==> config.mk <==
export PLATFORM = sky130hd
export DESIGN_NAME = reg_unshift_flat
export DESIGN_NICKNAME = d
export VERILOG_FILES = /design/src/rtl/reg_unshift_if.sv /design/src/rtl/reg_unshift.sv /design/src/flat_wrapper.sv
export SDC_FILE = /design/constraint.sdc
export NUM_CORES = 1
export LEC_CHECK = 0
export ABC_AREA = 1
export CORE_AREA = 2 2 58 60
export DETAILED_ROUTE_END_ITERATION = 8
export DIE_AREA = 0 0 60 62
export GPL_ROUTABILITY_DRIVEN = 0
export RECOVER_POWER = 50
export SLEW_MARGIN = 10
export SYNTH_ARGS = -nofsm -noshare
export SYNTH_HDL_FRONTEND = slang
export SYNTH_SLANG_ARGS = --single-unit
==> constraint.sdc <==
create_clock -name clk -period 1.7 [get_ports clk]
set_clock_uncertainty 0.1 [all_clocks]
set_input_delay 0.51 -clock clk [delete_from_list [all_inputs] [get_ports clk]]
set_output_delay 0.51 -clock clk [all_outputs]
set_load 0.03 [all_outputs]
==> src/rtl/reg_unshift_if.sv <==
// Load/serial-stream bundle for reg_unshift: parallel vector in, one word per handshake out.
interface reg_unshift_if #(
   parameter int unsigned N = 8,
   parameter int unsigned W = 1
);
   logic [W*N-1:0] din_all;
   logic           load_valid;
   logic           load_ready;
   logic [W-1:0]   dout;
   logic           dout_valid;
   logic           dout_ready;
   logic           dout_last;
   logic           busy;

   modport master (
      output din_all, load_valid, dout_ready,
      input  load_ready, dout, dout_valid, dout_last, busy
   );

   modport slave (
      input  din_all, load_valid, dout_ready,
      output load_ready, dout, dout_valid, dout_last, busy
   );
endinterface

==> src/rtl/reg_unshift.sv <==
// Parallel-to-serial converter: takes an N-word vector per load and streams its words out
// on a valid/ready handshake, MSW first (DIR=0) or LSW first (DIR=1).
module reg_unshift #(
   parameter int unsigned N   = 8,
   parameter int unsigned W   = 1,
   parameter int unsigned DIR = 0
) (
   input logic         clk,
   input logic         rst_n,
   reg_unshift_if.slave bus
);
   localparam int unsigned CW = (N > 1) ? $clog2(N) : 1;
   localparam logic [CW-1:0] LastCnt = CW'(N - 1);

   localparam logic [0:0] StIdle  = 1'b0;
   localparam logic [0:0] StShift = 1'b1;

   logic [0:0]     state_q, state_d;
   logic [W*N-1:0] sh_q, sh_d;
   logic [CW-1:0]  cnt_q, cnt_d;
   logic [W*N-1:0] sh_next;
   logic           out_valid, out_last, word_acc, load_acc;

   // Register contents after the current head word has been consumed.
   if (N == 1) begin : g_noshift
      assign sh_next = sh_q;
   end else if (DIR == 0) begin : g_msw
      assign sh_next = {sh_q[0 +: W*(N-1)], {W{1'b0}}};
   end else begin : g_lsw
      assign sh_next = {{W{1'b0}}, sh_q[W*N-1 -: W*(N-1)]};
   end

   if (DIR == 0) begin : g_out_msw
      assign bus.dout = sh_q[W*N-1 -: W];
   end else begin : g_out_lsw
      assign bus.dout = sh_q[0 +: W];
   end

   assign out_valid      = (state_q == StShift);
   assign out_last       = out_valid & (cnt_q == LastCnt);
   assign word_acc       = out_valid & bus.dout_ready;
   assign bus.load_ready = (state_q == StIdle) | (word_acc & out_last);
   assign load_acc       = bus.load_valid & bus.load_ready;
   assign bus.dout_valid = out_valid;
   assign bus.dout_last  = out_last;
   assign bus.busy       = out_valid;

   always_comb begin
      state_d = state_q;
      sh_d    = sh_q;
      cnt_d   = cnt_q;
      if (load_acc) begin
         // Covers both the idle load and the back-to-back load on the last-word accept.
         state_d = StShift;
         sh_d    = bus.din_all;
         cnt_d   = '0;
      end else if (word_acc) begin
         sh_d = sh_next;
         if (out_last) begin
            state_d = StIdle;
         end else begin
            cnt_d = cnt_q + CW'(1);
         end
      end
   end

   always_ff @(posedge clk) begin
      if (!rst_n) begin
         state_q <= StIdle;
         sh_q    <= '0;
         cnt_q   <= '0;
      end else begin
         state_q <= state_d;
         sh_q    <= sh_d;
         cnt_q   <= cnt_d;
      end
   end
endmodule

==> src/flat_wrapper.sv <==
// flat-port wrapper written by rule: the top's interface ports become plain ports
module reg_unshift_flat 
#(
   parameter int unsigned N   = 8,
   parameter int unsigned W   = 1,
   parameter int unsigned DIR = 0
)
  (clk, rst_n, bus_din_all, bus_load_valid, bus_dout_ready, bus_load_ready, bus_dout, bus_dout_valid, bus_dout_last, bus_busy);
  reg_unshift_if #(.N(N), .W(W)) bus_i ();
  input logic clk;
  input logic rst_n;
  input wire logic [$bits(bus_i.din_all)-1:0] bus_din_all;
  input wire logic [$bits(bus_i.load_valid)-1:0] bus_load_valid;
  input wire logic [$bits(bus_i.dout_ready)-1:0] bus_dout_ready;
  output wire logic [$bits(bus_i.load_ready)-1:0] bus_load_ready;
  output wire logic [$bits(bus_i.dout)-1:0] bus_dout;
  output wire logic [$bits(bus_i.dout_valid)-1:0] bus_dout_valid;
  output wire logic [$bits(bus_i.dout_last)-1:0] bus_dout_last;
  output wire logic [$bits(bus_i.busy)-1:0] bus_busy;
  assign bus_i.din_all = bus_din_all;
  assign bus_i.load_valid = bus_load_valid;
  assign bus_i.dout_ready = bus_dout_ready;
  assign bus_load_ready = bus_i.load_ready;
  assign bus_dout = bus_i.dout;
  assign bus_dout_valid = bus_i.dout_valid;
  assign bus_dout_last = bus_i.dout_last;
  assign bus_busy = bus_i.busy;
  reg_unshift #(.N(N), .W(W), .DIR(DIR)) u_core (.clk(clk), .rst_n(rst_n), .bus(bus_i));
endmodule
==> flow_summary.ini, run 1 <==
[timing]
hold_viol = 0
setup_slack_ns = -0.111
setup_viol_count_final = 2
worst_pin_slew_ns = 0.381
rsz0062_at_grt = yes
hold-worst-slack_ns = 0.386
period_minus_slack_ns = 1.81
report.final.slew_viol_count = 0
relSlewSlack_pct = 74.6
fin_crit_sh_pct = 107
clock.fmax_ghz = 0.552

[cells_and_area]
syn_to_final_growth_pct = 39.7
nets = 138
n_antenna_cell = 0
num-fill-cells = 342
final_area_mm2 = 0.00103
fin_cells = 169
drive_gt1_share_pct = 32.5

[routing]
drcViolationCount = 0
drtAntennaViolNets = 0
drt-wirelength-per-cell_um = 8.85
drt-initial-drc-count = 7
vias = 645
avgViaCountPerCell = 3.82
drt-pass1-iter-count = 3
wl_um = 1500

[hold_path]
hold_class = reg -> reg
min_from = u_core.sh_q[0]

[critical_path]
path_class = reg -> out
cp-endpoint = bus_load_ready
r2r_end = u_core.sh_q[5]
crit_fanout = 3
rrSetupSlack_ns = 0.01
reg2reg_from = u_core.cnt_q[1]
worst_setup_path_start_kind = register
critPathRequiredTime_ns = 1.09
setup.worst_path.start = u_core.cnt_q[1]
worstPathArrival_ns = 1.20
crit_path_end_kind = output pin
r2r_cells = 10

[synth]
ys.warnings.count = 0
netlist-cell-type-count = 22
synth-seq-cells = 12
ys.flop_type = dfxtp_1
synth_most_common_cell = nand2_1
postSynthAreaPerCell_um2 = 7.48
synth_top_area_share_pct = 32.4
postSynth.asyncResetShare_pct = 0
synth.largest_area_cell = dfxtp_1
ys_seq_area_share_pct = 32.4
syn-cell-area_um2 = 741
netlist_instances = 99
synth_commonest_cells = nand2_1 (18), inv_1 (14), dfxtp_1 (12)
synth_area_leaders = dfxtp_1 (32%), nand2_1 (9.1%), inv_1 (7.1%)
syn-num-nets = 113
synth_edf_count = 0

[floorplan]
die-area_mm2 = 0.00372
coreArea_mm2 = 0.00318
initial_core_util_pct = 23.3
die_x_um = 60
rows = 21
die_y_um = 62
ios = 17

[global_route]
grt_pass1_wl_um = 2480
antenna_found_initial = 0
grt_pass1_vias = 588
grt_overflow_total = 0
grt_usage_pct = 9.05
grt_max_degree = 16

[place]
placed_area_um2 = 938
port_buffers = 16
dp.final_hpwl_um = 1110
place_inst = 162

[clock_network]
clk_pin_slew_ns = 0.08
cts_tree = built
cts_root_buf = clkbuf_4
cts.sinks = 12
cts_buffer_depth = 2
insertion_delay_ns = 0.27
h-tree-depth = 1
cts_made_buffers = 3

[status]
status = finished, violations left
violations = setup timing

[power_and_ir_drop]
p_leak_nw = 0.472
ir_drop_v = 0.000291
p_per_area_mw_per_mm2 = 694

[job]
maxCapViolCount = 0
logic make-up after synthesis:
| family | share of synthesized area, % |
|---|---|
| adders and majority gates | 3.38 |
| DFF | 32.4 |
| xor gates and xnor gates | 1.18 |
| AOI/OAI and AO/OA | 17.1 |
| buffers and inverters | 15.4 |
| and+or+nand+nor | 30.6 |
cell usage in the layout (no fill, tap or decap):
| master | count |
|---|---|
| buf_6 | 2 |
| nor2_1 | 11 |
| a21oi_4 | 2 |
| a21oi_2 | 5 |
| inv_2 | 1 |
| clkbuf_4 | 3 |
| clkdlybuf4s50_1 | 9 |
| clkbuf_8 | 1 |
| dfxtp_2 | 2 |
| dlygate4sd3_1 | 1 |
| buf_2 | 1 |
| a21oi_1 | 3 |
| xor2_1 | 1 |
| dfxtp_1 | 10 |
| nand2_2 | 2 |
| ha_4 | 2 |
| inv_1 | 14 |
| nand3_1 | 7 |
| buf_4 | 10 |
| nor2_4 | 1 |
| dlygate4sd2_1 | 2 |
| nor2_2 | 4 |
| nand2_1 | 18 |
| nand3_2 | 1 |
| o21ai_1 | 7 |
| nand2_4 | 3 |
layout make-up:
cell class	instances	area (um2)	share of cell area, %
Clock buffer	4	36.3	3.51
Sequential cell	12	243	23.5
Tap cell	46	57.6	5.56
Timing Repair Buffer	25	220	21.3
Multi-Input combinational cell	67	422	40.7
Inverter	15	56.3	5.44
registers in the layout, indices dropped and copies added (netlist names):
register	count
u_core.sh_q	8
u_core.cnt_q	3
u_core.bus.busy	1
critical path, cell delays in order, from the launching register on:
cell     delay [ns]
dfxtp_2        0.34
ha_4           0.16
ha_4           0.17
nand2_4        0.07
nand2_4        0.05
buf_6          0.14
power breakdown:
part	leakage, nW	internal [mW]	switching, mW	total, mW
combinational	0.351	0.0801	0.0979	0.178
clock	0.0210	0.130	0.0951	0.225
sequential	0.0997	0.301	0.0140	0.315
total	0.472	0.512	0.207	0.719
how the worst min path moves through the flow:
stage	endpoint	depth (start not counted)
after floorplan	u_core.sh_q[0]	2
after global placement	u_core.sh_q[0]	2
after detailed placement	u_core.sh_q[0]	2
after CTS	u_core.sh_q[0]	2
after global routing	u_core.sh_q[0]	2
final	u_core.sh_q[0]	2
through the flow:
| step | setup TNS [ns] | worst slack [ns] | utilization (%) | total power [mW] |
|---|---|---|---|---|
| detailed placement | -1.82 | -0.240 | 29.5 | 0.497 |
| global route | -0.993 | -0.175 | 32.5 | 0.774 |
| floorplan | 0 | 0.0434 | - | 0.446 |
| finish | -0.193 | -0.111 | 32.5 | 0.719 |
| CTS | -0.231 | -0.146 | 32.1 | 0.730 |
| global placement | -1.50 | -0.229 | 29.5 | 0.494 |
routing by layer:
metal / part of all wire (%) / wire length, um / global-route usage, % / vias up
met1: 46 / 683 / 10.0 / 281
met2: 50 / 746 / 15.1 / 9
li1: - / - / - / 353
met5: 0 / 0 / 0 / -
met4: 0.67 / 10 / 3.81 / 0
met3: 3.7 / 56 / 4.14 / 2
repair_timing:
item                                    in CTS  in global routing
pin swaps                                    0                  1
endpoints found under the setup margin       3                  2
hold buffers                                 0                  0
gates resized for setup                      9                  3
buffers inserted                             2                  1
No activity file was read; power rests on OpenSTA's default activity.
==> run 2, diff against run 1 <==
--- a/config.mk
+++ b/config.mk
@@ -11,7 +11,7 @@
 export DIE_AREA = 0 0 60 62
 export GPL_ROUTABILITY_DRIVEN = 0
 export RECOVER_POWER = 50
-export SLEW_MARGIN = 10
+export SLEW_MARGIN = 30
 export SYNTH_ARGS = -nofsm -noshare
 export SYNTH_HDL_FRONTEND = slang
 export SYNTH_SLANG_ARGS = --single-unit
==> constraint.sdc (replaced) <==
create_clock -name clk -period 1.7 [get_ports clk]
set_clock_uncertainty 0.1 [all_clocks]
set_input_delay 0.51 -clock clk [delete_from_list [all_inputs] [get_ports clk]]
set_output_delay 0.51 -clock clk [all_outputs]
set_load 0.005 [all_outputs]
==> flow_summary.ini, run 2 (synthesis gave the netlist of run 1 again) <==
[place]
port_buffers = 16
place_ws_ns = -0.586
dp.final_hpwl_um = 1140
placed_area_um2 = 946

[timing]
finalSetupTns_ns = -0.203
hold_viol = 0
period_minus_slack_ns = 1.88
worst_pin_slew_ns = 0.235
setup_slack_ns = -0.175
fin_crit_sh_pct = 110
clock.fmax_ghz = 0.533
hold-worst-slack_ns = 0.406
setup_viol_count_final = 2
rsz0062_at_grt = yes
relSlewSlack_pct = 84.3
report.final.slew_viol_count = 0

[routing]
drtAntennaViolNets = 0
vias = 659
drt-initial-drc-count = 4
drt-pass1-iter-count = 4
avgViaCountPerCell = 3.90
drt-wirelength-per-cell_um = 9.51
drcViolationCount = 0
wl_um = 1610

[power_and_ir_drop]
p_leak_nw = 0.477
ir_drop_v = 0.000316
swShare_pct = 28.3
p_switching_mw = 0.202
power_mw = 0.712
p_clk_share_pct = 32.5
p_comb_share_pct = 23.8
p_per_area_mw_per_mm2 = 688
pwr-share-seq_pct = 43.7
intPower_mw = 0.510

[critical_path]
worst_setup_path_start_kind = register
path_class = reg -> out
critPathRequiredTime_ns = 1.09
worstPathArrival_ns = 1.27
crit_path_end_kind = output pin
r2r_cells = 10
crit_fanout = 2

[status]
violations = setup timing
status = finished, violations left

[clock_network]
insertion_delay_ns = 0.27
clk_pin_slew_ns = 0.08
h-tree-depth = 1
cts_made_buffers = 3
cts_root_buf = clkbuf_4
cts_tree = built
cts.sinks = 12
ctsHoldBuffers = 0
cts_buffer_depth = 2

[global_route]
grt_max_degree = 16
grt_pass1_vias = 582
antenna_found_initial = 0
grt_pass1_wl_um = 2530
grt_overflow_total = 0
grt_usage_pct = 9.30

[cells_and_area]
num-fill-cells = 347
largest_register = u_core.sh_q
syn_to_final_growth_pct = 39.9
largest_register_ffs = 8
final_common_cell = nand2_1
nets = 138
final_area_mm2 = 0.00104
drive_gt1_share_pct = 31.7
final_cell_mix = nand2_1 (18), inv_1 (14), nor2_1 (11), clkdlybuf4s50_1 (10), dfxtp_1 (9)
n_antenna_cell = 0

[floorplan]
die-area_mm2 = 0.00372
rows = 21
ios = 17
initial_core_util_pct = 23.3
die_y_um = 62
coreArea_mm2 = 0.00318
die_x_um = 60

[hold_path]
hold_depth = 2
hold_class = reg -> reg

[job]
maxCapViolCount = 0
==> run 2: changes by cell type in the layout (fill, tap and decap cells not counted), sizes merged <==
cell and delta:
buf -2, dlygate4sd2 +2, clkdlybuf4s50 +1, dlygate4sd3 -1
==> run 2: final timing paths <==
kind / from / to / slack [ns]
setup / recovery: u_core.cnt_q[1] / bus_load_ready / -0.18
hold / removal: u_core.sh_q[0] / u_core.sh_q[0] / 0.41
setup reg to reg: u_core.cnt_q[1] / u_core.sh_q[1] / 0.12
hold reg to reg: u_core.sh_q[0] / u_core.sh_q[0] / 0.41
==> run 2: worst max-delay path, stage by stage (launching register included) <==
cell and delay (ns):
dfxtp_2 0.34, ha_4 0.16, ha_4 0.15, buf_6 0.12, nand2_4 0.06, nand2_4 0.05
buf_6 0.11
==> run 2: repair_timing <==
action / in CTS / in global routing
endpoints found under the setup margin: 5 / 2
setup buffers: 3 / 0
gates resized for setup: 25 / 0
pin swaps: 2 / 0
==> run 2: power groups by stage <==
stage	sequential (mW)	clock [mW]	combinational, mW
final	0.311	0.232	0.169
after floorplan	0.318	0	0.113
after CTS	0.312	0.242	0.171
after global routing	0.314	0.247	0.186
after detailed placement	0.319	0	0.168
after global placement	0.318	0	0.164
==> run 2: metal layers <==
metal	vias up	global-route usage [%]	routed length, um
met5	-	0	0
met4	0	4.76	12
met3	2	1.86	44
met2	8	16.1	806
met1	295	10.9	745
li1	354	-	-
==> run 2: final cells by class <==
cell class | instances | area [um2] | share of cell area (%)
timing repair buffer | 25 | 223 | 21.5
multi-input combinational | 67 | 417 | 40.2
sequential | 12 | 246 | 23.8
clock buffer | 4 | 36.3 | 3.50
inverter | 15 | 56.3 | 5.43
tap | 46 | 57.6 | 5.56
==> run 2: metrics by stage <==
step	util [%]	instances
2_1_floorplan	-	99
5_1_grt	32.6	169
3_5_place_dp	29.8	162
3_3_place_gp	29.8	162
4_1_cts	32.8	169
6_report	32.6	169
==> run 3, diff against run 2 <==
--- a/config.mk
+++ b/config.mk
@@ -7,9 +7,11 @@
 export LEC_CHECK = 0
 export ABC_AREA = 1
 export CORE_AREA = 2 2 58 60
+export CTS_CLUSTER_SIZE = 16
 export DETAILED_ROUTE_END_ITERATION = 8
 export DIE_AREA = 0 0 60 62
 export GPL_ROUTABILITY_DRIVEN = 0
+export GPL_TIMING_DRIVEN = 0
 export RECOVER_POWER = 50
 export SLEW_MARGIN = 30
 export SYNTH_ARGS = -nofsm -noshare
==> flow_summary.ini, run 3 (synthesis gave the netlist of run 1 again) <==
[timing]
clock.fmax_ghz = 0.544
report.final.slew_viol_count = 0
period_minus_slack_ns = 1.84
setup_slack_ns = -0.139
fin_crit_sh_pct = 108
rsz0062_at_grt = yes
hold_viol = 0
setup_viol_count_final = 2
worst_pin_slew_ns = 0.324
relSlewSlack_pct = 78.4
hold-worst-slack_ns = 0.389

[power_and_ir_drop]
power_mw = 0.663
p_per_area_mw_per_mm2 = 636
ir_drop_v = 0.000283
p_leak_nw = 0.487

[hold_path]
hold_class = reg -> reg
hold-path-endpoint = u_core.sh_q[0]
min_from = u_core.sh_q[0]
hold_depth = 2

[global_route]
grt_max_degree = 11
grt_pass1_vias = 634
grt_pass1_wl_um = 2760
grt_overflow_total = 0
antenna_found_initial = 0
grt_usage_pct = 9.98

[critical_path]
crit_path_end_kind = output pin
rrSetupSlack_ns = 0.04
worstPathArrival_ns = 1.23
crit_fanout = 2
path_class = reg -> out
r2r_cells = 10
worst_setup_path_start_kind = register
r2r_end = u_core.sh_q[4]
critPathRequiredTime_ns = 1.09
reg2reg_from = u_core.cnt_q[0]

[routing]
drt-initial-drc-count = 6
drtAntennaViolNets = 0
vias = 669
drcViolationCount = 0
drt-wirelength-per-cell_um = 9.57
drt-pass1-iter-count = 4
avgViaCountPerCell = 3.96
wl_um = 1620

[clock_network]
clk_pin_slew_ns = 0.08
cts_made_buffers = 3
h-tree-depth = 1
cts_root_buf = clkbuf_4
cts_tree = built
cts_buffer_depth = 2
insertion_delay_ns = 0.27
cts.sinks = 12
ctsHoldBuffers = 0

[cells_and_area]
layout.area.seq_um2 = 246
largest_register_ffs = 8
num-fill-cells = 343
final_cell_mix = nand2_1 (17), inv_1 (13), nor2_1 (12), dfxtp_1 (9), clkdlybuf4s50_1 (8)
nets = 139
final_area_mm2 = 0.00104
drive_gt1_share_pct = 33.3
fin_util_pct = 32.8
multi_input_area_um2 = 427
syn_to_final_growth_pct = 40.7
final_common_cell = nand2_1
n_antenna_cell = 0
largest_register = u_core.sh_q

[floorplan]
rows = 21
initial_core_util_pct = 23.3
die-area_mm2 = 0.00372
coreArea_mm2 = 0.00318
die_y_um = 62
ios = 17
die_x_um = 60

[status]
violations = setup timing
status = finished, violations left

[place]
dp.final_hpwl_um = 1110
placed_area_um2 = 948
port_buffers = 15

[job]
maxCapViolCount = 0
[run 3: timing repair]
action,in CTS,in global routing
setup buffers,7,0
gates resized for setup,23,4
setup endpoints to repair,5,5
pin swaps,1,3
[run 3: cell type report]
| class | count | share of cell area [%] |
|---|---|---|
| multi-input cells | 67 | 40.9 |
| clock buffers | 3 | 2.16 |
| flip-flops and latches | 12 | 23.6 |
| well taps | 46 | 5.52 |
| plain buffers | 4 | 3.60 |
| inverters | 15 | 5.40 |
| repair buffers | 22 | 18.7 |
[run 3: worst max path at each step]
stage / to / start / depth (start not counted)
after floorplan: bus_load_ready / u_core.cnt_q[0] / 5
after global placement: bus_load_ready / bus_dout_ready / 5
after detailed placement: bus_load_ready / bus_dout_ready / 5
after CTS: bus_load_ready / u_core.cnt_q[1] / 6
after global routing: bus_dout_last / u_core.cnt_q[0] / 6
final: bus_dout_last / u_core.cnt_q[0] / 6
[run 3: power by group]
| part | total [mW] | internal, mW | switching [mW] |
|---|---|---|---|
| Sequential | 0.313 | 0.301 | 0.0117 |
| Combinational | 0.172 | 0.0823 | 0.0900 |
| Clock | 0.178 | 0.0821 | 0.0959 |
| Total | 0.663 | 0.465 | 0.198 |
[run 3: worst max-delay path, stage by stage, from the launching register on]
cell,delay (ns)
dfxtp_2,0.34
ha_4,0.16
ha_4,0.16
buf_6,0.12
nand2_4,0.04
inv_2,0.02
buf_2,0.11
[run 3: metrics by stage]
| step | instances | setup TNS [ns] | setup slack [ns] |
|---|---|---|---|
| after global routing | 169 | -0.520 | -0.176 |
| after detailed placement | 160 | -2.44 | -0.864 |
| after global placement | 160 | -2.32 | -0.858 |
| final | 169 | -0.229 | -0.139 |
| after floorplan | 99 | 0 | 0.0234 |
| after CTS | 170 | -0.358 | -0.186 |
[run 3: routing by layer]
layer	track usage [%]	share of wire (%)
met1	12.6	46
met4	4.76	2.0
met3	1.24	2.4
met2	16.9	50
met5	0	0
